## src/rtl/lfsr_seq_if.sv

```systemverilog
// lfsr_seq_if: command/response bus between a command source and the lfsr sequencer
interface lfsr_seq_if #(parameter int CNT_W = 9);
    logic             cmd_valid;
    logic             cmd_ready;
    logic [1:0]       cmd_op;
    logic             cmd_dir;
    logic [7:0]       cmd_data;
    logic [CNT_W-1:0] cmd_count;
    logic             rsp_valid;
    logic             rsp_err;
    logic             rsp_wrapped;
    logic [7:0]       state;
    modport master (
        output cmd_valid, cmd_op, cmd_dir, cmd_data, cmd_count,
        input  cmd_ready, rsp_valid, rsp_err, rsp_wrapped, state
    );
    modport slave (
        input  cmd_valid, cmd_op, cmd_dir, cmd_data, cmd_count,
        output cmd_ready, rsp_valid, rsp_err, rsp_wrapped, state
    );
endinterface

```

## src/rtl/lfsr_seq_ctrl.sv

```systemverilog
// lfsr_seq_ctrl: command sequencer owning the lfsr state and walking it N steps per command
module lfsr_seq_ctrl #(
    parameter int         CNT_W    = 9,
    parameter logic [7:0] RST_SEED = 8'h01
) (
    input  logic        clk,
    input  logic        rst,
    lfsr_seq_if.slave   bus,
    output logic [7:0]  lfsr_in,
    output logic        lfsr_np,
    output logic        lfsr_tap_en,
    output logic [7:0]  lfsr_tap_data,
    input  logic [7:0]  lfsr_out
);
    typedef enum logic [1:0] {IDLE, TAPS, STEP, RESP} fsm_t;
    fsm_t             fsm;
    logic [7:0]       state_q;
    logic [7:0]       start_q;
    logic [CNT_W-1:0] remaining;
    logic             taps_valid;
    logic             dir_q;
    logic             err_q;
    logic             wrap_q;
    logic             tap_en_q;
    logic [7:0]       tap_data_q;
    assign bus.cmd_ready   = fsm == IDLE;
    assign bus.rsp_valid   = fsm == RESP;
    assign bus.rsp_err     = bus.rsp_valid & err_q;
    assign bus.rsp_wrapped = bus.rsp_valid & wrap_q;
    assign bus.state       = state_q;
    assign lfsr_in         = state_q;
    assign lfsr_np         = dir_q;
    assign lfsr_tap_en     = tap_en_q;
    assign lfsr_tap_data   = tap_data_q;
    always_ff @(posedge clk) begin
        if (rst) begin
            fsm        <= IDLE;
            state_q    <= RST_SEED;
            start_q    <= '0;
            remaining  <= '0;
            taps_valid <= 1'b0;
            dir_q      <= 1'b1;
            err_q      <= 1'b0;
            wrap_q     <= 1'b0;
            tap_en_q   <= 1'b0;
            tap_data_q <= '0;
        end else begin
            tap_en_q <= 1'b0;
            case (fsm)
                IDLE: if (bus.cmd_valid) begin
                    err_q  <= 1'b0;
                    wrap_q <= 1'b0;
                    case (bus.cmd_op)
                        2'd0: begin
                            tap_en_q   <= 1'b1;
                            tap_data_q <= bus.cmd_data;
                            fsm        <= TAPS;
                        end
                        2'd1: begin
                            state_q <= bus.cmd_data;
                            fsm     <= RESP;
                        end
                        2'd2: begin
                            if (!taps_valid) begin
                                err_q <= 1'b1;
                                fsm   <= RESP;
                            end else if (bus.cmd_count == '0) begin
                                fsm <= RESP;
                            end else begin
                                dir_q     <= bus.cmd_dir;
                                start_q   <= state_q;
                                remaining <= bus.cmd_count;
                                fsm       <= STEP;
                            end
                        end
                        default: begin
                            err_q <= 1'b1;
                            fsm   <= RESP;
                        end
                    endcase
                end
                TAPS: begin
                    taps_valid <= 1'b1;
                    fsm        <= RESP;
                end
                STEP: begin
                    state_q   <= lfsr_out;
                    remaining <= remaining - CNT_W'(1);
                    if (lfsr_out == start_q) wrap_q <= 1'b1;
                    if (remaining == CNT_W'(1)) fsm <= RESP;
                end
                default: fsm <= IDLE;
            endcase
        end
    end
endmodule

```

## src/flat_wrapper.sv

```systemverilog
// flat-port wrapper written by rule: the top's interface ports become plain ports
module lfsr_seq_ctrl_flat 
#(
    parameter int         CNT_W    = 9,
    parameter logic [7:0] RST_SEED = 8'h01
)
  (clk, rst, lfsr_in, lfsr_np, lfsr_tap_en, lfsr_tap_data, lfsr_out, bus_cmd_valid, bus_cmd_op, bus_cmd_dir, bus_cmd_data, bus_cmd_count, bus_cmd_ready, bus_rsp_valid, bus_rsp_err, bus_rsp_wrapped, bus_state);
  lfsr_seq_if #(.CNT_W(CNT_W)) bus_i ();
  input  logic clk;
  input  logic rst;
  output logic [7:0] lfsr_in;
  output logic lfsr_np;
  output logic lfsr_tap_en;
  output logic [7:0] lfsr_tap_data;
  input  logic [7:0] lfsr_out;
  input wire logic [$bits(bus_i.cmd_valid)-1:0] bus_cmd_valid;
  input wire logic [$bits(bus_i.cmd_op)-1:0] bus_cmd_op;
  input wire logic [$bits(bus_i.cmd_dir)-1:0] bus_cmd_dir;
  input wire logic [$bits(bus_i.cmd_data)-1:0] bus_cmd_data;
  input wire logic [$bits(bus_i.cmd_count)-1:0] bus_cmd_count;
  output wire logic [$bits(bus_i.cmd_ready)-1:0] bus_cmd_ready;
  output wire logic [$bits(bus_i.rsp_valid)-1:0] bus_rsp_valid;
  output wire logic [$bits(bus_i.rsp_err)-1:0] bus_rsp_err;
  output wire logic [$bits(bus_i.rsp_wrapped)-1:0] bus_rsp_wrapped;
  output wire logic [$bits(bus_i.state)-1:0] bus_state;
  assign bus_i.cmd_valid = bus_cmd_valid;
  assign bus_i.cmd_op = bus_cmd_op;
  assign bus_i.cmd_dir = bus_cmd_dir;
  assign bus_i.cmd_data = bus_cmd_data;
  assign bus_i.cmd_count = bus_cmd_count;
  assign bus_cmd_ready = bus_i.cmd_ready;
  assign bus_rsp_valid = bus_i.rsp_valid;
  assign bus_rsp_err = bus_i.rsp_err;
  assign bus_rsp_wrapped = bus_i.rsp_wrapped;
  assign bus_state = bus_i.state;
  lfsr_seq_ctrl #(.CNT_W(CNT_W), .RST_SEED(RST_SEED)) u_core (.clk(clk), .rst(rst), .bus(bus_i), .lfsr_in(lfsr_in), .lfsr_np(lfsr_np), .lfsr_tap_en(lfsr_tap_en), .lfsr_tap_data(lfsr_tap_data), .lfsr_out(lfsr_out));
endmodule
```

## config.mk

```make
export PLATFORM = sky130hd
export DESIGN_NAME = lfsr_seq_ctrl_flat
export DESIGN_NICKNAME = d
export VERILOG_FILES = /design/src/rtl/lfsr_seq_if.sv /design/src/rtl/lfsr_seq_ctrl.sv /design/src/flat_wrapper.sv
export SDC_FILE = /design/constraint.sdc
export NUM_CORES = 1
export LEC_CHECK = 0
export CORE_ASPECT_RATIO = 1.25
export CORE_MARGIN = 2
export CORE_UTILIZATION = 30
export DETAILED_ROUTE_END_ITERATION = 8
export SYNTH_ARGS = -nofsm -noshare
export SYNTH_HDL_FRONTEND = slang
export SYNTH_SLANG_ARGS = --single-unit
```

## constraint.sdc

```tcl
create_clock -name clk -period 2.4 [get_ports clk]
set_clock_uncertainty 0.1 [all_clocks]
set_input_delay 0.48 -clock clk [delete_from_list [all_inputs] [get_ports clk]]
set_output_delay 0.48 -clock clk [all_outputs]
set_load 0.05 [all_outputs]
```

Word-level counts from Yosys, hierarchy flattened --
Cells that the tools add are included.
Word-level totals: register bits after elaboration 40, input port bits 31, output and inout port bits 30, logic and storage cells 63
Operators by class: add/sub/neg operators 1, equality and inequality tests 14, multiplexer cells 20, bitwise gates (word level) 5, reduce and logical (&&, ||, !) cells 13
Operators with widths (count):
- two-way mux 9 bit | 4
- case mux 9 bit (2 select lines) | 1
- two-way mux 8 bit | 2
- case mux 8 bit (2 select lines) | 1
- != test 2 x 1 -> 1 bit, second input constant | 5
- AND reduction 5 bit | 2
- == test 9 x 1 -> 1 bit, second input constant | 1
- logical NOT 9 bit | 1
- AND reduction 3 bit | 3
- subtractor 9 x 1 -> 9 bit, second input constant | 1
- == test 8 bit | 1
- == test 2 bit, second input constant | 3
- two-way mux 2 bit | 3
- case mux 2 bit (3 select lines) | 1
- two-way mux 1 bit | 5
- == test 2 x 1 -> 1 bit, second input constant | 2
- logical NOT 2 bit | 2
- != test 2 bit, second input constant | 2
- case mux 1 bit (2 select lines) | 2
- case mux 2 bit (2 select lines) | 1
- AND reduction 2 bit | 2
- NOT 1 bit | 3
- OR reduction 3 bit | 1
- AND 1 bit | 2
- 2 further kinds | 2

Longest topological paths before layout --
word-level depth 6, gate-level depth with buffers 7, gate-level depth less buffers 6

Worst setup path after synthesis --
No wires, ideal clock.
kind register to register, from register u_core.fsm[0], to register u_core.remaining[8], library setup time 0.133 ns, arrival 1.892 ns, required time 2.167 ns, setup slack 0.276 ns, cell stages (with the launch flop) 8, path buffers 1, clock period less this slack 2.124 ns, cell sequence dfxtp_1 -> inv_1 -> ha_1 -> nand2_1 -> o22a_1 -> buf_1 -> a211oi_1 -> o32ai_2
Between the ends: word-level cells in the longest chain between the ends 3, elaborated cells between the ends (all ways) 9, those cells by class eq/ne (5); mux (1); reduce/logical (3)
RTL lines:
- start: declaration | RTL line lfsr_seq_ctrl.sv:16 | fsm_t fsm;
- start signal: assignment | RTL line lfsr_seq_ctrl.sv:37 | fsm <= IDLE;
- start signal: assignment | RTL line lfsr_seq_ctrl.sv:57 | fsm <= TAPS;
- start signal: assignment | RTL line lfsr_seq_ctrl.sv:61 | fsm <= RESP;
- logical NOT 2 bit (*)
- net bus_cmd_ready | RTL line flat_wrapper.sv:21 | output wire logic [$bits(bus_i.cmd_ready)-1:0] bus_cmd_ready;
- != test 2 x 1 -> 1 bit (no line) (tied with other cells)
- AND reduction 5 bit (no line)
- end signal: assignment | RTL line lfsr_seq_ctrl.sv:72 | remaining <= bus.cmd_count;
- end signal: assignment | RTL line lfsr_seq_ctrl.sv:88 | remaining <= remaining - CNT_W'(1);
- end: declaration | RTL line lfsr_seq_ctrl.sv:19 | logic [CNT_W-1:0] remaining;
The timed path passes the listed nets; every way through them passes the cells marked *. A chain may end at the register's enable or synchronous reset.

Final worst setup path --
from register u_core.state_q[6] (netlist: u_core.bus.state[6]), to output bus_state[6]
RTL lines:
- start: declaration | RTL line lfsr_seq_ctrl.sv:17 | logic [7:0] state_q;
- start signal: assignment | RTL line lfsr_seq_ctrl.sv:60 | state_q <= bus.cmd_data;
- start signal: assignment | RTL line lfsr_seq_ctrl.sv:87 | state_q <= lfsr_out;
- end: declaration | RTL line flat_wrapper.sv:25 | output wire logic [$bits(bus_i.state)-1:0] bus_state;
No word-level cell between the ends.

==> impl_metrics.toml <==
[status]
status = "finished clean"

[critical_path]
worstPathArrival_ns = 1.51
rrSetupSlack_ns = 0.35
rr_endpoint = "u_core.remaining[0]$_SDFFE_PP0P_"
criticalPathCategory = "reg -> out"
ff2ff_path_depth = 6
worst-path-buf-inv = 1
critPathMaxStageDelay_ns = 0.83
worstReg2RegStart = "u_core.fsm[0]$_SDFFE_PP0P_"
crit_family = "buffers and inverters"
crit_path_cell_trace = "clkdlybuf4s50_1"
crit_fanout = 4
cp_slowest_cell = "clkdlybuf4s50_1"
crit_path_end_kind = "output pin"
startpoint = "u_core.bus.state[6]$_SDFFE_PP0P_"
startpoint_type = "flop"
cp.required_ns = 1.82

[synthesis]
yosys.area_share.simple_pct = 20.8
syn_avg_cell_area_um2 = 8.59
synthesis.area_um2 = 2180
syn_nets = 291
synth_compound_area_share_pct = 23.9
netlist_instances = 254
synth_adder_area_share_pct = 3.44
ys_warn_count = 0
synth.distinct_cells = 46
yosys-mux-area-fraction_pct = 5.16
synth_seq_area_share_pct = 36.7
synth_top_family_by_area = "compound AO/OA/AOI/OAI gates"
ys_ff_latch = 40
synthXorXnorAreaFrac_pct = 3.21

[drt]
wirelength_um = 6070
vias = 2042
drt_first_pass_iters = 4
drcViolationCount = 0
ant_nets = 0
drt_iter0_drc = 66
avgRoutedWirePerCell_um = 15.2
via_per_inst = 5.13

[pwr]
netSwitchingPower_mw = 1.30
power.share.sequential_pct = 30.0
combPwrFrac_pct = 53.7
ir_worst_vdd_v = 0.000571
p_per_area_nw_per_um2 = 985
p_int_mw = 1.59
p_sw_share_pct = 44.9
power_frac_clock_pct = 16.3
power_mw = 2.89
leakage_nw = 1.05

[global_route]
grt_pass1_vias = 2012
overflow = 0
met1_usage_pct = 19.0
antenna_found_initial = 0
grt_use_met3_pct = 3.90
use_met2_pct = 25.6
grt.total_usage_pct = 15.1
grt_max_degree = 50
grt_pass1_wl_um = 9480
top_usage_layer = "met2"

[die]
core_um2 = 7020
rows = 34
die_h_um = 99.3
die_w_um = 80.3
start_util_pct = 31.1
die_area_um2 = 7970
num_io_pins = 61

[clocking]
clk-insertion-delay-late_ns = 0.29
ctsLongestPathBuffers = 2
clock_tree.root_cell = "clkbuf_8"
cts-resized-gates = 0
clk_pin_slew_worst_paths_ns = 0.08
ctsHoldBuffers = 0
cts_tree = "done"
h-tree-depth = 2
numCtsBuffers = 5
post_cts_buffers = 0
cts_sinks = 40

[final_layout]
final_nets = 344
nFillCells = 746
areaGrowthSynthToFinish_pct = 34.4
drive_gt1_share_pct = 10.1
mostFrequentLayoutCell = "clkdlybuf4s50_1"
mostFrequentLayoutCells = "clkdlybuf4s50_1 (56), dfxtp_1 (40), a21oi_1 (25)"
num_antenna_cells = 0

[place]
io_buffers = 60
place_congestion = 0.856
post-place-ws_ns = 0.180
hpwl_um = 4390

[hold_path]
holdPathStages = 2
hold_path.class = "reg -> reg"
holdPathEnd = "u_core.lfsr_tap_data[0]$_SDFFE_PP0P_"
min_from = "u_core.lfsr_tap_data[0]$_SDFFE_PP0P_"

[sta]
fin_crit_sh_pct = 87.2
rsz0062_at_grt = "false"
final-hold-violation-count = 0
setup_viol = 0
slew_violations = 0
relSlewSlack_pct = 59.2
min_period_ns = 2.09
tightest_slew_ns = 0.611
fin_ws_ns = 0.306
timing.fmax_ghz = 0.478
setup_tns_ns = 0
hold_ws_ns = 0.358

[flow_run]
drv_cap = 0
## worst register-to-register path, stage by stage, from the launching register on
cell and delay, ns:
dfxtp_1 0.33, inv_1 0.10, ha_1 0.33, and2b_1 0.30
nor4_4 0.43, a211oi_1 0.16, a211oi_1 0.23
## cells by family after synthesis
family	count (synthesis)
simple gates	84
xor+xnor	8
fa+ha+maj	6
compound gates	75
mux	11
buf+inv	30
flops	40
## power by group through the flow
stage | Combinational [mW] | Clock [mW] | Sequential [mW]
CTS | 1.56 | 0.480 | 0.866
global route | 1.67 | 0.505 | 0.881
global placement | 1.55 | 0 | 0.878
detailed placement | 1.55 | 0 | 0.880
finish | 1.55 | 0.471 | 0.866
floorplan | 0.992 | 0 | 1.02
## area by class of cell
type | count | area (µm²) | share of cell area, %
Multi-Input combinational cell | 184 | 1230 | 42.1
Tap cell | 90 | 113 | 3.84
Inverter | 8 | 30.0 | 1.02
Clock buffer | 8 | 90.1 | 3.07
Timing Repair Buffer | 68 | 663 | 22.6
Sequential cell | 40 | 801 | 27.3
## cell usage after synthesis, drive strengths merged
cell type | number | area (µm²)
nor2 | 16 | 60.1
o21ai | 12 | 63.8
nor3b | 1 | 7.51
clkbuf | 9 | 33.8
o32ai | 7 | 68.8
inv | 8 | 30.0
or2b | 2 | 15.0
nor4 | 4 | 46.3
xnor2 | 1 | 8.76
a21oi | 26 | 134
and2 | 3 | 18.8
nand3 | 11 | 55.1
a211o | 2 | 20.0
or4 | 1 | 11.3
a41o | 1 | 10.0
dfxtp | 40 | 801
o32a | 1 | 10.0
mux2i | 9 | 90.1
or3 | 2 | 12.5
a211oi | 15 | 113
nand3b | 2 | 15.0
and3 | 5 | 31.3
o41ai | 2 | 17.5
nor3 | 4 | 20.0
a2bb2oi | 2 | 17.5
o21a | 1 | 7.51
a221oi | 3 | 26.3
or4b | 1 | 10.0
nand2 | 21 | 78.8
and2b | 1 | 7.51
xor2 | 7 | 61.3
buf | 13 | 82.6
nand2b | 10 | 65.1
o22a | 1 | 8.76
ha | 6 | 75.1
mux2 | 2 | 22.5
a41oi | 1 | 16.3
a31o | 1 | 8.76
## per-stage QoR
step,instance area [µm²],std cells,util [%]
4_1_cts,2930,398,41.7
3_5_place_dp,2840,390,40.5
3_3_place_gp,2840,390,40.5
2_1_floorplan,2180,254,-
5_1_grt,2930,398,41.7
6_report,2930,398,41.7
## worst max-delay path by stage
stage                                             endpoint  slack [ns]  cells past startpoint
after floorplan           u_core.remaining[8]$_SDFFE_PP0P_        0.28                      7
after global placement    u_core.remaining[5]$_SDFFE_PP0P_        0.25                      6
after detailed placement  u_core.remaining[8]$_SDFFE_PP0P_        0.18                      5
after CTS                                     bus_state[6]        0.29                      1
after global routing      u_core.remaining[0]$_SDFFE_PP0P_        0.17                      6
final                                         bus_state[6]        0.31                      1
## flip-flops by register name, indices dropped and copies added (netlist names)
register / count
u_core.err_q: 1
u_core.fsm: 2
u_core.lfsr_np: 1
u_core.bus.state: 8
u_core.lfsr_tap_data: 8
u_core.lfsr_tap_en: 1
u_core.wrap_q: 1
u_core.start_q: 8
u_core.taps_valid: 1
u_core.remaining: 9
## metal layers
metal / wire length (µm) / vias to the layer above
met5: 0 / -
met4: 64 / 0
met3: 356 / 6
met2: 2920 / 62
met1: 2730 / 953
li1: - / 1021
No activity file was read; power rests on OpenSTA's default activity.
==> edit 1, RTL diff (same settings) <==
Put a register stage on the output `bus.rsp_err`. The value now appears one clock later.
--- a/src/rtl/lfsr_seq_ctrl.sv
+++ b/src/rtl/lfsr_seq_ctrl.sv
@@ -27,3 +27,5 @@
     assign bus.rsp_valid   = fsm == RESP;
-    assign bus.rsp_err     = bus.rsp_valid & err_q;
+    always_ff @(posedge clk) begin
+        bus.rsp_err <= bus.rsp_valid & err_q;
+    end
     assign bus.rsp_wrapped = bus.rsp_valid & wrap_q;
Function: changed (a bounded check fails within 4 cycles, from zero or initial values and one cycle with rst high).
==> edit 1 against the original RTL <==
- combinational power decreased by 13%
- sequential cell count grew 1
- setup slack gained 0.00050 ns
- area after synthesis down 1.8%
- synthesized cell count up 1.2%
- routed wire length up 4.1%
- total power down 6.7%
- final area increased by 2.0%
- critical endpoint is now lfsr_in[1]
- largest cell class unchanged
==> edit 1: results (changes against the original RTL) <==
\begin{tabular}{lr}
\hline
Metric & Value \\
\hline
\multicolumn{2}{l}{\textbf{Status}} \\
Status & complete, no violations \\
\multicolumn{2}{l}{\textbf{GRT}} \\
Wire length of the first global-routing pass & 10.0 mm (+5.5\%) \\
Met1 layer usage reported by global route & 21.0\% (+2.0 points) \\
Global routing usage on met2 & 26.9\% (+1.3 points) \\
Met3 track demand over resource & 3.30\% (-0.61 points) \\
\multicolumn{2}{l}{\textbf{Yosys}} \\
Synthesized area divided by synthesized cell count & 8.33 µm² (-2.9\%) \\
Largest cells by area after synthesis & sky130\_fd\_sc\_hd\_\_dfxtp\_1 (38\%), sky130\_fd\_sc\_hd\_\_a21oi\_1 (6.1\%), sky130\_fd\_sc\_hd\_\_mux2i\_1 (4.7\%) \\
Multiplexer share of the synthesized area & 5.72\% (+0.56 points) \\
Post-synthesis compound-gate area fraction & 21.8\% (-2.1 points) \\
Xor-xnor portion of the synthesized cell area & 3.27\% (+0.058 points) \\
Number of library cell types mapped by synthesis & 42 (-8.7\%) \\
Adder-cell share of the synthesized area & 3.50\% (+0.062 points) \\
\multicolumn{2}{l}{\textbf{Detailed routing}} \\
Detailed-route via count & 2,098 (+2.7\%) \\
Drt wl/cell & 15.4 µm (+0.78\%) \\
Detail Route met3 WL & 333 µm (-6.5\%) \\
Number of DRC violations after detailed-routing iteration 0 & 129 (+95\%) \\
\multicolumn{2}{l}{\textbf{STA}} \\
Relative max-transition margin & 64.4\% (+5.3 points) \\
\multicolumn{2}{l}{\textbf{Worst setup path}} \\
Longest individual stage delay on the worst path & 0.85 ns (+0.02 ns) \\
\multicolumn{2}{l}{\textbf{Finish}} \\
Fill cell instance count of the final layout & 692 (-7.2\%) \\
Fraction of layout instances using a drive strength above 1 & 10.9\% (+0.84 points) \\
Post-layout nets & 357 (+3.8\%) \\
\multicolumn{2}{l}{\textbf{Power and ir drop}} \\
Switching power & 1.16 mW (-11\%) \\
Comb pwr & 1.35 mW (-13\%) \\
Leak Pwr & 1.08 nW (+2.8\%) \\
\multicolumn{2}{l}{\textbf{Place}} \\
Post-placement cell count & 403 (+3.3\%) \\
DP HPWL & 4.70 mm (+7.2\%) \\
\hline
\end{tabular}
==> edit 1: cell types whose count changed after synthesis, moves of 4 or more <==
cell / change
sky130_fd_sc_hd__o21ai_0: +4
sky130_fd_sc_hd__nand2b_1: -8
sky130_fd_sc_hd__a211oi_1: -4
sky130_fd_sc_hd__o31ai_1: +4
sky130_fd_sc_hd__a31oi_1: +5
sky130_fd_sc_hd__o311ai_0: +4
sky130_fd_sc_hd__o32ai_1: -6
sky130_fd_sc_hd__nand3_1: +4
==> edit 1: final cells by class <==
type                            count  share of cell area [%]
Inverter                            9                    1.13
Tap cell                           90                    3.77
Clock buffer                        6                    2.76
Clock inverter                      2                   0.460
Multi-Input combinational cell    185                    39.2
Sequential cell                    41                    27.5
Timing Repair Buffer               78                    25.2
==> edit 1: final timing paths <==
check                                                     startpoint                                   end  slack [ns]  cells past startpoint
worst max-delay path                u_core.bus.state[1]$_SDFFE_PP0P_                            lfsr_in[1]        0.31                      1
worst min-delay path            u_core.lfsr_tap_data[2]$_SDFFE_PP0P_  u_core.lfsr_tap_data[2]$_SDFFE_PP0P_        0.36                      2
worst max register to register            u_core.fsm[0]$_SDFFE_PP0P_      u_core.remaining[2]$_SDFFE_PP0P_        0.36                      6
worst min register to register  u_core.lfsr_tap_data[2]$_SDFFE_PP0P_  u_core.lfsr_tap_data[2]$_SDFFE_PP0P_        0.36                      2
==> edit 1: per-stage QoR <==
stage | util (%) | cell area [µm²] | hold WS (ns) | power [mW]
6_report | 43.1 | 2990 | 0.363 | 2.69
3_5_place_dp | 41.7 | 2890 | 0.350 | 2.23
3_3_place_gp | 41.7 | 2890 | 0.347 | 2.23
5_1_grt | 43.1 | 2990 | 0.381 | 2.85
4_1_cts | 43.1 | 2990 | 0.362 | 2.72
2_1_floorplan | - | 2140 | 0.330 | 1.78
==> edit 2, RTL diff (config.mk and constraints unchanged) <==
Without the edit above. `CNT_W` is set to 9 in 3 places; all go to 13.
--- a/src/rtl/lfsr_seq_if.sv
+++ b/src/rtl/lfsr_seq_if.sv
@@ -1,3 +1,3 @@
 // lfsr_seq_if: command/response bus between a command source and the lfsr sequencer
-interface lfsr_seq_if #(parameter int CNT_W = 9);
+interface lfsr_seq_if #(parameter int CNT_W = 13);
     logic             cmd_valid;
--- a/src/rtl/lfsr_seq_ctrl.sv
+++ b/src/rtl/lfsr_seq_ctrl.sv
@@ -2,3 +2,3 @@
 module lfsr_seq_ctrl #(
-    parameter int         CNT_W    = 9,
+    parameter int         CNT_W    = 13,
     parameter logic [7:0] RST_SEED = 8'h01
--- a/src/flat_wrapper.sv
+++ b/src/flat_wrapper.sv
@@ -3,3 +3,3 @@
 #(
-    parameter int         CNT_W    = 9,
+    parameter int         CNT_W    = 13,
     parameter logic [7:0] RST_SEED = 8'h01
Ports: changed (resized bus_cmd_count); port bits go from 61 to 65. The function was not compared with the original's and may differ.
==> edit 2 against the original RTL <==
- critical path depth is 5 higher
- final area up 9.9%
- via count up 10%
- global-route usage fell by 0.36 points
- area after synthesis up 7.3%
- total power grew 15%
- non-clock buffer count is 13 higher
- worst hold slack improved by 0.00083 ns
- first-iteration DRC count is 68% higher
- sequential share of layout area is essentially flat
- setup slack got worse by 0.054 ns
- routed wire length grew 2.6%
- sequential cell count rose by 4
- largest power group unchanged
- highest routed layer unchanged
==> edit 2: results (changes against the original RTL) <==
\begin{tabular}{lr}
\hline
Metric & Value \\
\hline
\multicolumn{2}{l}{\textbf{Worst setup path}} \\
Worst setup startpoint & bus\_cmd\_count[10] \\
Startpoint of the worst-slack reg-to-reg timing path & u\_core.remaining[0]\$\_SDFFE\_PP0P\_ \\
Critical R2R Capture & u\_core.remaining[8]\$\_SDFFE\_PP0P\_ \\
Longest individual stage delay on the worst path & 0.44 ns (-0.39 ns) \\
Length in cells of the worst reg-to-reg path & 7 (+1) \\
Critical Path End & u\_core.fsm[0]\$\_SDFFE\_PP0P\_ \\
Cell family with the largest share of critical-path delay & compound AO/OA/AOI/OAI gates \\
\multicolumn{2}{l}{\textbf{STA}} \\
Final hold slack & 0.358 ns (+0.000830 ns) \\
Final worst-path setup slack & 0.252 ns (-0.0538 ns) \\
\multicolumn{2}{l}{\textbf{Place}} \\
Setup slack after placement & -0.0633 ns (-0.243 ns) \\
Placed standard-cell area & 3110 µm² (+9.6\%) \\
Port-buffer cells & 64 (+6.7\%) \\
Gp weighted congestion & 0.785 (-8.4\%) \\
Post-placement cell count & 438 (+12\%) \\
\multicolumn{2}{l}{\textbf{Yosys}} \\
Post-synthesis compound-gate area fraction & 20.2\% (-3.7 points) \\
Multiplexer share of the synthesized area & 6.52\% (+1.4 points) \\
Number of nets produced by synthesis & 327 (+12\%) \\
Adder-cell share of the synthesized area & 3.21\% (-0.24 points) \\
Synthesized area divided by synthesized cell count & 8.19 µm² (-4.7\%) \\
Largest cells by area after synthesis & sky130\_fd\_sc\_hd\_\_dfxtp\_1 (38\%), sky130\_fd\_sc\_hd\_\_a21oi\_1 (6.6\%), sky130\_fd\_sc\_hd\_\_nand2\_1 (6.3\%) \\
Top cells by count, synth & sky130\_fd\_sc\_hd\_\_dfxtp\_1 (44), sky130\_fd\_sc\_hd\_\_nand2\_1 (39), sky130\_fd\_sc\_hd\_\_a21oi\_1 (31) \\
Xor-xnor portion of the synthesized cell area & 2.99\% (-0.22 points) \\
\multicolumn{2}{l}{\textbf{Finish}} \\
Max reg flops & 13 (+4) \\
Post-layout nets & 391 (+14\%) \\
\multicolumn{2}{l}{\textbf{Status}} \\
Status & complete, no violations \\
\multicolumn{2}{l}{\textbf{Power and ir drop}} \\
Leak Pwr & 1.18 nW (+12\%) \\
Worst voltage drop across the vdd grid & 0.405 mV (-29\%) \\
\multicolumn{2}{l}{\textbf{Detailed routing}} \\
Drt wl/cell & 14.0 µm (-8.5\%) \\
Routed wire length & 6.22 mm (+2.6\%) \\
Detailed-route via count & 2,246 (+10\%) \\
\multicolumn{2}{l}{\textbf{GRT}} \\
Maximum number of pins on one net before global-route repair & 24 (-52\%) \\
Gr usage total & 14.7\% (-0.36 points) \\
Wire length of the first global-routing pass & 10.4 mm (+9.2\%) \\
\multicolumn{2}{l}{\textbf{Hold path}} \\
Hold-critical path endpoint & u\_core.lfsr\_tap\_data[3]\$\_SDFFE\_PP0P\_ \\
Startpoint of the lowest-slack hold path & u\_core.lfsr\_tap\_data[3]\$\_SDFFE\_PP0P\_ \\
\hline
\end{tabular}
-- edit 2: metal layers --
metal | share of wire, % | GRT usage (%) | up-vias
li1 | - | - | 1140
met1 | 44 | 17.0 | 1033
met2 | 50 | 26.9 | 64
met3 | 5.2 | 3.84 | 9
met4 | 1.2 | 4.29 | 0
met5 | 0 | 0 | -
-- edit 2: area by class of cell --
cell class | instances | area [µm²]
Tap cell | 95 | 119
Inverter | 8 | 30.0
Clock inverter | 2 | 35.0
Multi-Input combinational cell | 210 | 1300
Sequential cell | 44 | 881
Timing Repair Buffer | 81 | 783
Fill cell | 779 | 4480
Clock buffer | 6 | 72.6
-- edit 2: report_power, final --
group / internal [mW] / total, mW / leakage (nW) / switching [mW]
logic: 0.748 / 1.80 / 0.764 / 1.05
registers: 0.844 / 0.963 / 0.357 / 0.119
clock network: 0.309 / 0.567 / 0.0552 / 0.257
